==> config.mk <==
export PLATFORM = sky130hd
export DESIGN_NAME = ifetch_ctrl_flat
export DESIGN_NICKNAME = d
export VERILOG_FILES = /design/src/rtl/ifetch_ctrl_if.sv /design/src/rtl/ifetch_ctrl.sv /design/src/flat_wrapper.sv
export SDC_FILE = /design/constraint.sdc
export NUM_CORES = 1
export LEC_CHECK = 0
export ABC_CLOCK_PERIOD_IN_PS = 3100
export CAP_MARGIN = 20
export CELL_PAD_IN_SITES_DETAIL_PLACEMENT = 0
export CELL_PAD_IN_SITES_GLOBAL_PLACEMENT = 1
export CORE_UTILIZATION = 25
export DETAILED_ROUTE_END_ITERATION = 16
export GPL_ROUTABILITY_DRIVEN = 0
export PLACE_DENSITY_LB_ADDON = 0.25
export SLEW_MARGIN = 25
export SYNTH_ARGS = -nofsm -noshare
export SYNTH_HDL_FRONTEND = slang
export SYNTH_SLANG_ARGS = --single-unit
==> constraint.sdc <==
create_clock -name clk -period 3.1 [get_ports clk]
set_clock_uncertainty 0.15 [all_clocks]
set_input_delay 0.93 -clock clk [delete_from_list [all_inputs] [get_ports clk]]
set_output_delay 0.93 -clock clk [all_outputs]
set_load 0.01 [all_outputs]
==> src/rtl/ifetch_ctrl_if.sv <==
// Fetch controller bus: PC register, instruction memory and decode handshakes.
// master = fetch controller side, slave = PC register / memory / decode side.
interface ifetch_ctrl_if;
  logic [31:0] pc_in;
  logic        pc_ena;
  logic [31:0] pc_next;
  logic        redirect;
  logic [31:0] redirect_pc;
  logic        imem_req;
  logic [31:0] imem_addr;
  logic        imem_ack;
  logic [31:0] imem_rdata;
  logic        inst_valid;
  logic        inst_ready;
  logic [31:0] inst;
  logic [31:0] inst_pc;
  logic        fetch_fault;

  modport master (
    input  pc_in, redirect, redirect_pc, imem_ack, imem_rdata, inst_ready,
    output pc_ena, pc_next, imem_req, imem_addr, inst_valid, inst, inst_pc, fetch_fault
  );

  modport slave (
    output pc_in, redirect, redirect_pc, imem_ack, imem_rdata, inst_ready,
    input  pc_ena, pc_next, imem_req, imem_addr, inst_valid, inst, inst_pc, fetch_fault
  );
endinterface

==> src/rtl/ifetch_ctrl.sv <==
// Instruction fetch controller: one fetch per REQ/HOLD pair, inst_valid one edge after ack.
// Memory waits hold the request; decode backpressure holds the instruction in HOLD.
module ifetch_ctrl #(
  parameter logic [31:0] PC_STEP    = 32'd4,
  parameter logic [31:0] RESET_INST = 32'h0000_0000
) (
  input logic          clk,
  input logic          rst,
  ifetch_ctrl_if.master bus
);

  typedef enum logic [1:0] {
    IDLE  = 2'd0,
    REQ   = 2'd1,
    HOLD  = 2'd2,
    DRAIN = 2'd3
  } state_e;

  state_e      state_q, state_d;
  logic [31:0] imem_addr_q, imem_addr_d;
  logic [31:0] inst_q, inst_d;
  logic [31:0] inst_pc_q, inst_pc_d;
  logic        inst_valid_q, inst_valid_d;
  logic        fetch_fault_q, fetch_fault_d;

  always_ff @(posedge clk) begin
    if (rst) begin
      state_q       <= IDLE;
      imem_addr_q   <= 32'd0;
      inst_q        <= RESET_INST;
      inst_pc_q     <= 32'd0;
      inst_valid_q  <= 1'b0;
      fetch_fault_q <= 1'b0;
    end else begin
      state_q       <= state_d;
      imem_addr_q   <= imem_addr_d;
      inst_q        <= inst_d;
      inst_pc_q     <= inst_pc_d;
      inst_valid_q  <= inst_valid_d;
      fetch_fault_q <= fetch_fault_d;
    end
  end

  always_comb begin
    state_d       = state_q;
    inst_d        = inst_q;
    inst_pc_d     = inst_pc_q;
    inst_valid_d  = inst_valid_q;
    fetch_fault_d = fetch_fault_q;
    // Address tracks the PC register whenever no request is in flight.
    if (state_q == IDLE || state_q == HOLD) begin
      imem_addr_d = bus.pc_in;
    end else begin
      imem_addr_d = imem_addr_q;
    end

    case (state_q)
      IDLE: begin
        if (bus.redirect) begin
          fetch_fault_d = 1'b0;
        end else if (bus.pc_in[1:0] != 2'b00) begin
          fetch_fault_d = 1'b1;
        end else if (!fetch_fault_q) begin
          state_d = REQ;
        end
      end
      REQ: begin
        if (bus.imem_ack) begin
          if (bus.redirect) begin
            state_d = IDLE;
          end else begin
            inst_d       = bus.imem_rdata;
            inst_pc_d    = imem_addr_q;
            inst_valid_d = 1'b1;
            state_d      = HOLD;
          end
        end else if (bus.redirect) begin
          state_d = DRAIN;
        end
      end
      HOLD: begin
        // Redirect wins over decode acceptance: the held instruction is stale.
        if (bus.redirect) begin
          inst_valid_d = 1'b0;
          state_d      = IDLE;
        end else if (bus.inst_ready) begin
          inst_valid_d = 1'b0;
          state_d      = REQ;
        end
      end
      DRAIN: begin
        if (bus.imem_ack) begin
          state_d = IDLE;
        end
      end
      default: begin
        state_d = IDLE;
      end
    endcase
  end

  assign bus.imem_req    = (state_q == REQ) || (state_q == DRAIN);
  assign bus.imem_addr   = imem_addr_q;
  assign bus.pc_ena      = !rst && (bus.redirect || (state_q == REQ && bus.imem_ack));
  assign bus.pc_next     = bus.redirect ? bus.redirect_pc : (imem_addr_q + PC_STEP);
  assign bus.inst_valid  = inst_valid_q;
  assign bus.inst        = inst_q;
  assign bus.inst_pc     = inst_pc_q;
  assign bus.fetch_fault = fetch_fault_q;

endmodule

==> src/flat_wrapper.sv <==
// flat-port wrapper written by rule: the top's interface ports become plain ports
module ifetch_ctrl_flat 
#(
  parameter logic [31:0] PC_STEP    = 32'd4,
  parameter logic [31:0] RESET_INST = 32'h0000_0000
)
  (clk, rst, bus_pc_in, bus_redirect, bus_redirect_pc, bus_imem_ack, bus_imem_rdata, bus_inst_ready, bus_pc_ena, bus_pc_next, bus_imem_req, bus_imem_addr, bus_inst_valid, bus_inst, bus_inst_pc, bus_fetch_fault);
  ifetch_ctrl_if bus_i ();
  input logic clk;
  input logic rst;
  input wire logic [$bits(bus_i.pc_in)-1:0] bus_pc_in;
  input wire logic [$bits(bus_i.redirect)-1:0] bus_redirect;
  input wire logic [$bits(bus_i.redirect_pc)-1:0] bus_redirect_pc;
  input wire logic [$bits(bus_i.imem_ack)-1:0] bus_imem_ack;
  input wire logic [$bits(bus_i.imem_rdata)-1:0] bus_imem_rdata;
  input wire logic [$bits(bus_i.inst_ready)-1:0] bus_inst_ready;
  output wire logic [$bits(bus_i.pc_ena)-1:0] bus_pc_ena;
  output wire logic [$bits(bus_i.pc_next)-1:0] bus_pc_next;
  output wire logic [$bits(bus_i.imem_req)-1:0] bus_imem_req;
  output wire logic [$bits(bus_i.imem_addr)-1:0] bus_imem_addr;
  output wire logic [$bits(bus_i.inst_valid)-1:0] bus_inst_valid;
  output wire logic [$bits(bus_i.inst)-1:0] bus_inst;
  output wire logic [$bits(bus_i.inst_pc)-1:0] bus_inst_pc;
  output wire logic [$bits(bus_i.fetch_fault)-1:0] bus_fetch_fault;
  assign bus_i.pc_in = bus_pc_in;
  assign bus_i.redirect = bus_redirect;
  assign bus_i.redirect_pc = bus_redirect_pc;
  assign bus_i.imem_ack = bus_imem_ack;
  assign bus_i.imem_rdata = bus_imem_rdata;
  assign bus_i.inst_ready = bus_inst_ready;
  assign bus_pc_ena = bus_i.pc_ena;
  assign bus_pc_next = bus_i.pc_next;
  assign bus_imem_req = bus_i.imem_req;
  assign bus_imem_addr = bus_i.imem_addr;
  assign bus_inst_valid = bus_i.inst_valid;
  assign bus_inst = bus_i.inst;
  assign bus_inst_pc = bus_i.inst_pc;
  assign bus_fetch_fault = bus_i.fetch_fault;
  ifetch_ctrl #(.PC_STEP(PC_STEP), .RESET_INST(RESET_INST)) u_core (.clk(clk), .rst(rst), .bus(bus_i));
endmodule
==> impl_metrics.ini <==
[status]
status = finished with violations
violations = negative setup slack

[floorplanning]
initial_core_util_pct = 25.7
die_w_um = 135
io-pin-count = 233
die_y_um = 135
core_area_um2 = 17300
dieArea_um2 = 18300
rows = 48

[final_layout]
drive_above_1_share_pct = 20.6
nFillCells = 1701
area_growth_pct = 84.1
nets = 959
n_antenna_cell = 0

[routing]
drt-pass1-iter-count = 4
routed_wirelength_mm = 17.1
via_per_inst = 4.67
drc = 0
final_antenna_net_count = 0
num_vias = 5071
drtIter0Drc = 163
wl_per_cell_um = 15.7

[synth]
yosys.cell_count.top_type = nand2_1
netlist_instances = 574
synth_top_area_share_pct = 45.1
ys.flop_type = dfxtp_1
synthArstFlopShare_pct = 0
synth_compound_area_share_pct = 13.9
synthAdderAreaFrac_pct = 0.282
synth_fp_nets = 676
synthMuxAreaShare_pct = 7.97
yosys.area.top_type = dfxtp_1
synth.avg_cell_area_um2 = 7.74
synth_simple_gate_area_share_pct = 25.9
synth_warnings = 0
synthTopCellsByArea = dfxtp_1, nand2_1, a21oi_1
synth_top_family_by_area = simple AND/OR/NAND/NOR gates
ys_types = 33
synth-edff-count = 0
syn_area_um2 = 4440
synth_xor_area_share_pct = 2.56
ys_seq_area_share_pct = 45.1
ys_seq_elements = 100
synth_common_cells = nand2_1, dfxtp_1, a21oi_1

[critical_path]
start_kind = flip-flop
required_ps = 2020
critPathSlowestCell = or4_4
end_kind = primary output
cp_max_fo = 5
path_class = reg2out
worstPathArrival_ps = 2480
max_stage_delay_ps = 470
crit_path_cell_trace = buf_6 > nand4_1 > buf_4 > or4_4 > buf_6 > or4_4 > a31oi_2 > buf_2

[run]
drv.max_cap_violation_count = 0

[power]
ir_worst_vdd_mv = 0.314
leakagePower_uw = 0.00292
powerDensity_nw_per_um2 = 375

[timing]
rsz0062_at_grt = true
setup_slack_ps = -464
final_hold_viol_count = 0
max_freq_mhz = 281
period_minus_slack_ps = 3560
slew_headroom_pct = 47.8
holdWs_ps = 303
tightest_slew_ps = 783
slew_violations = 0
setup_viol = 17
finalCritPeriodShare_pct = 115

[placement]
port-buffer-count = 232
dp_slack_ps = -574
dp_hpwl_mm = 11.9

[cts]
holdBufCountCts = 0
cts_root_buf = clkbuf_16
cts_buffers = 9
tritoncts = yes
cts_sinks = 100
clk_latency_ps = 350
cts_htree_levels = 3
path_clk_slew_ps = 70
clock_path_buffers = 2

[hold_path]
hold_class = reg2reg

[grt]
grt_pass1_wl_mm = 26.2
grt_pass1_vias = 4866
grt_max_degree = 101
antenna_found_initial = 0
grt-ovfl-total = 0
track_usage_pct = 18.5
## path summary, 6_finish.rpt
kind | start | to | slack (ps) | cells after the start
worst max-delay path | u_core.bus.imem_addr[3] | bus_pc_next[25] | -460 | 8
worst min-delay path | u_core.bus.inst[4] | u_core.bus.inst[4] | 300 | 2
worst max register to register | u_core.state_q[1] | u_core.bus.inst_pc[12] | 1180 | 7
worst min register to register | u_core.bus.inst[4] | u_core.bus.inst[4] | 300 | 2
## repair_timing
item / 4_1_cts / 5_1_grt
endpoints found under the setup margin: 33 / 21
gates cloned: 3 / 0
resized for setup: 138 / 33
buffers inserted: 15 / 4
pin swaps: 28 / 16
## cell families (layout without fill, tap and decap cells)
family | Yosys count | count (layout)
mux | 35 | 35
xor+xnor | 13 | 13
fa+ha+maj | 1 | 1
compound gates | 114 | 114
buf+inv | 50 | 338
flops | 100 | 100
simple gates | 261 | 261
## layout by cell type (no fill, tap or decap), drive strengths merged
cell,synthesis,layout
o21ai,21,21
a31oi,13,13
bufinv,0,1
clkbuf,34,11
or3,6,6
o31ai,9,9
a21oi,68,68
bufbuf,0,1
clkdlybuf4s15,0,2
nand4,8,8
o211ai,2,2
a221oi,1,1
inv,5,6
nand3,9,9
and3,2,2
or4,13,13
xor2,7,7
nor3b,2,2
buf,11,106
and2,1,1
or2,1,1
nand2,155,155
dlygate4sd2,0,10
and4,5,5
nor4,1,1
clkdlybuf4s50,0,197
xnor2,6,6
dfxtp,100,100
ha,1,1
nor3,4,4
mux2,3,3
mux2i,32,32
nand3b,1,1
nand2b,2,2
clkinv,0,4
nor2,51,51
## final cells by class
type	count	area, um2	share of cell area [%]
clock buffers	10	239	2.92
clock inverters	6	62.6	0.765
inverters	5	18.8	0.229
multi-input cells	424	2550	31.2
flip-flops and latches	100	2020	24.7
well taps	225	282	3.44
repair buffers	317	3010	36.8
## registers in the layout, indices dropped and copies added (netlist names)
name and count:
u_core.bus.imem_addr 32, u_core.bus.fetch_fault 1, u_core.state_q 2, u_core.bus.inst_pc 32, u_core.bus.inst 32, u_core.bus.inst_valid 1
## critical path, delay by kind of cell, from the launching register on
family | cells | cell delay, ps
simple gates | 3 | 1040
flops | 1 | 380
compound gates | 1 | 150
buf+inv | 4 | 580
## metrics by stage
step	power (uW)	util (%)	setup TNS [ps]	cell area (um2)	std cells
global route	3210	47.3	-7700	8180	1087
CTS	3090	46.4	-6570	8020	1086
floorplan	1560	-	0	4520	574
detailed placement	1930	43.4	-17050	7500	1052
global placement	1920	43.4	-16450	7500	1052
finish	3070	47.3	-6190	8180	1087
## report_power, final
part / switching, uW / total [uW] / internal [uW]
registers: 30.0 / 1350 / 1320
clock network: 511 / 1160 / 649
logic: 239 / 562 / 323
total: 779 / 3070 / 2290
## routing by layer
| metal | track usage (%) | share of wire [%] | wire length [um] |
|---|---|---|---|
| met4 | 7.55 | 2.4 | 417 |
| met2 | 30.4 | 47 | 8100 |
| met5 | 0 | 0 | 0 |
| met1 | 23.0 | 44 | 7520 |
| met3 | 4.45 | 6.3 | 1080 |
Power figures use the tool's default switching activity.
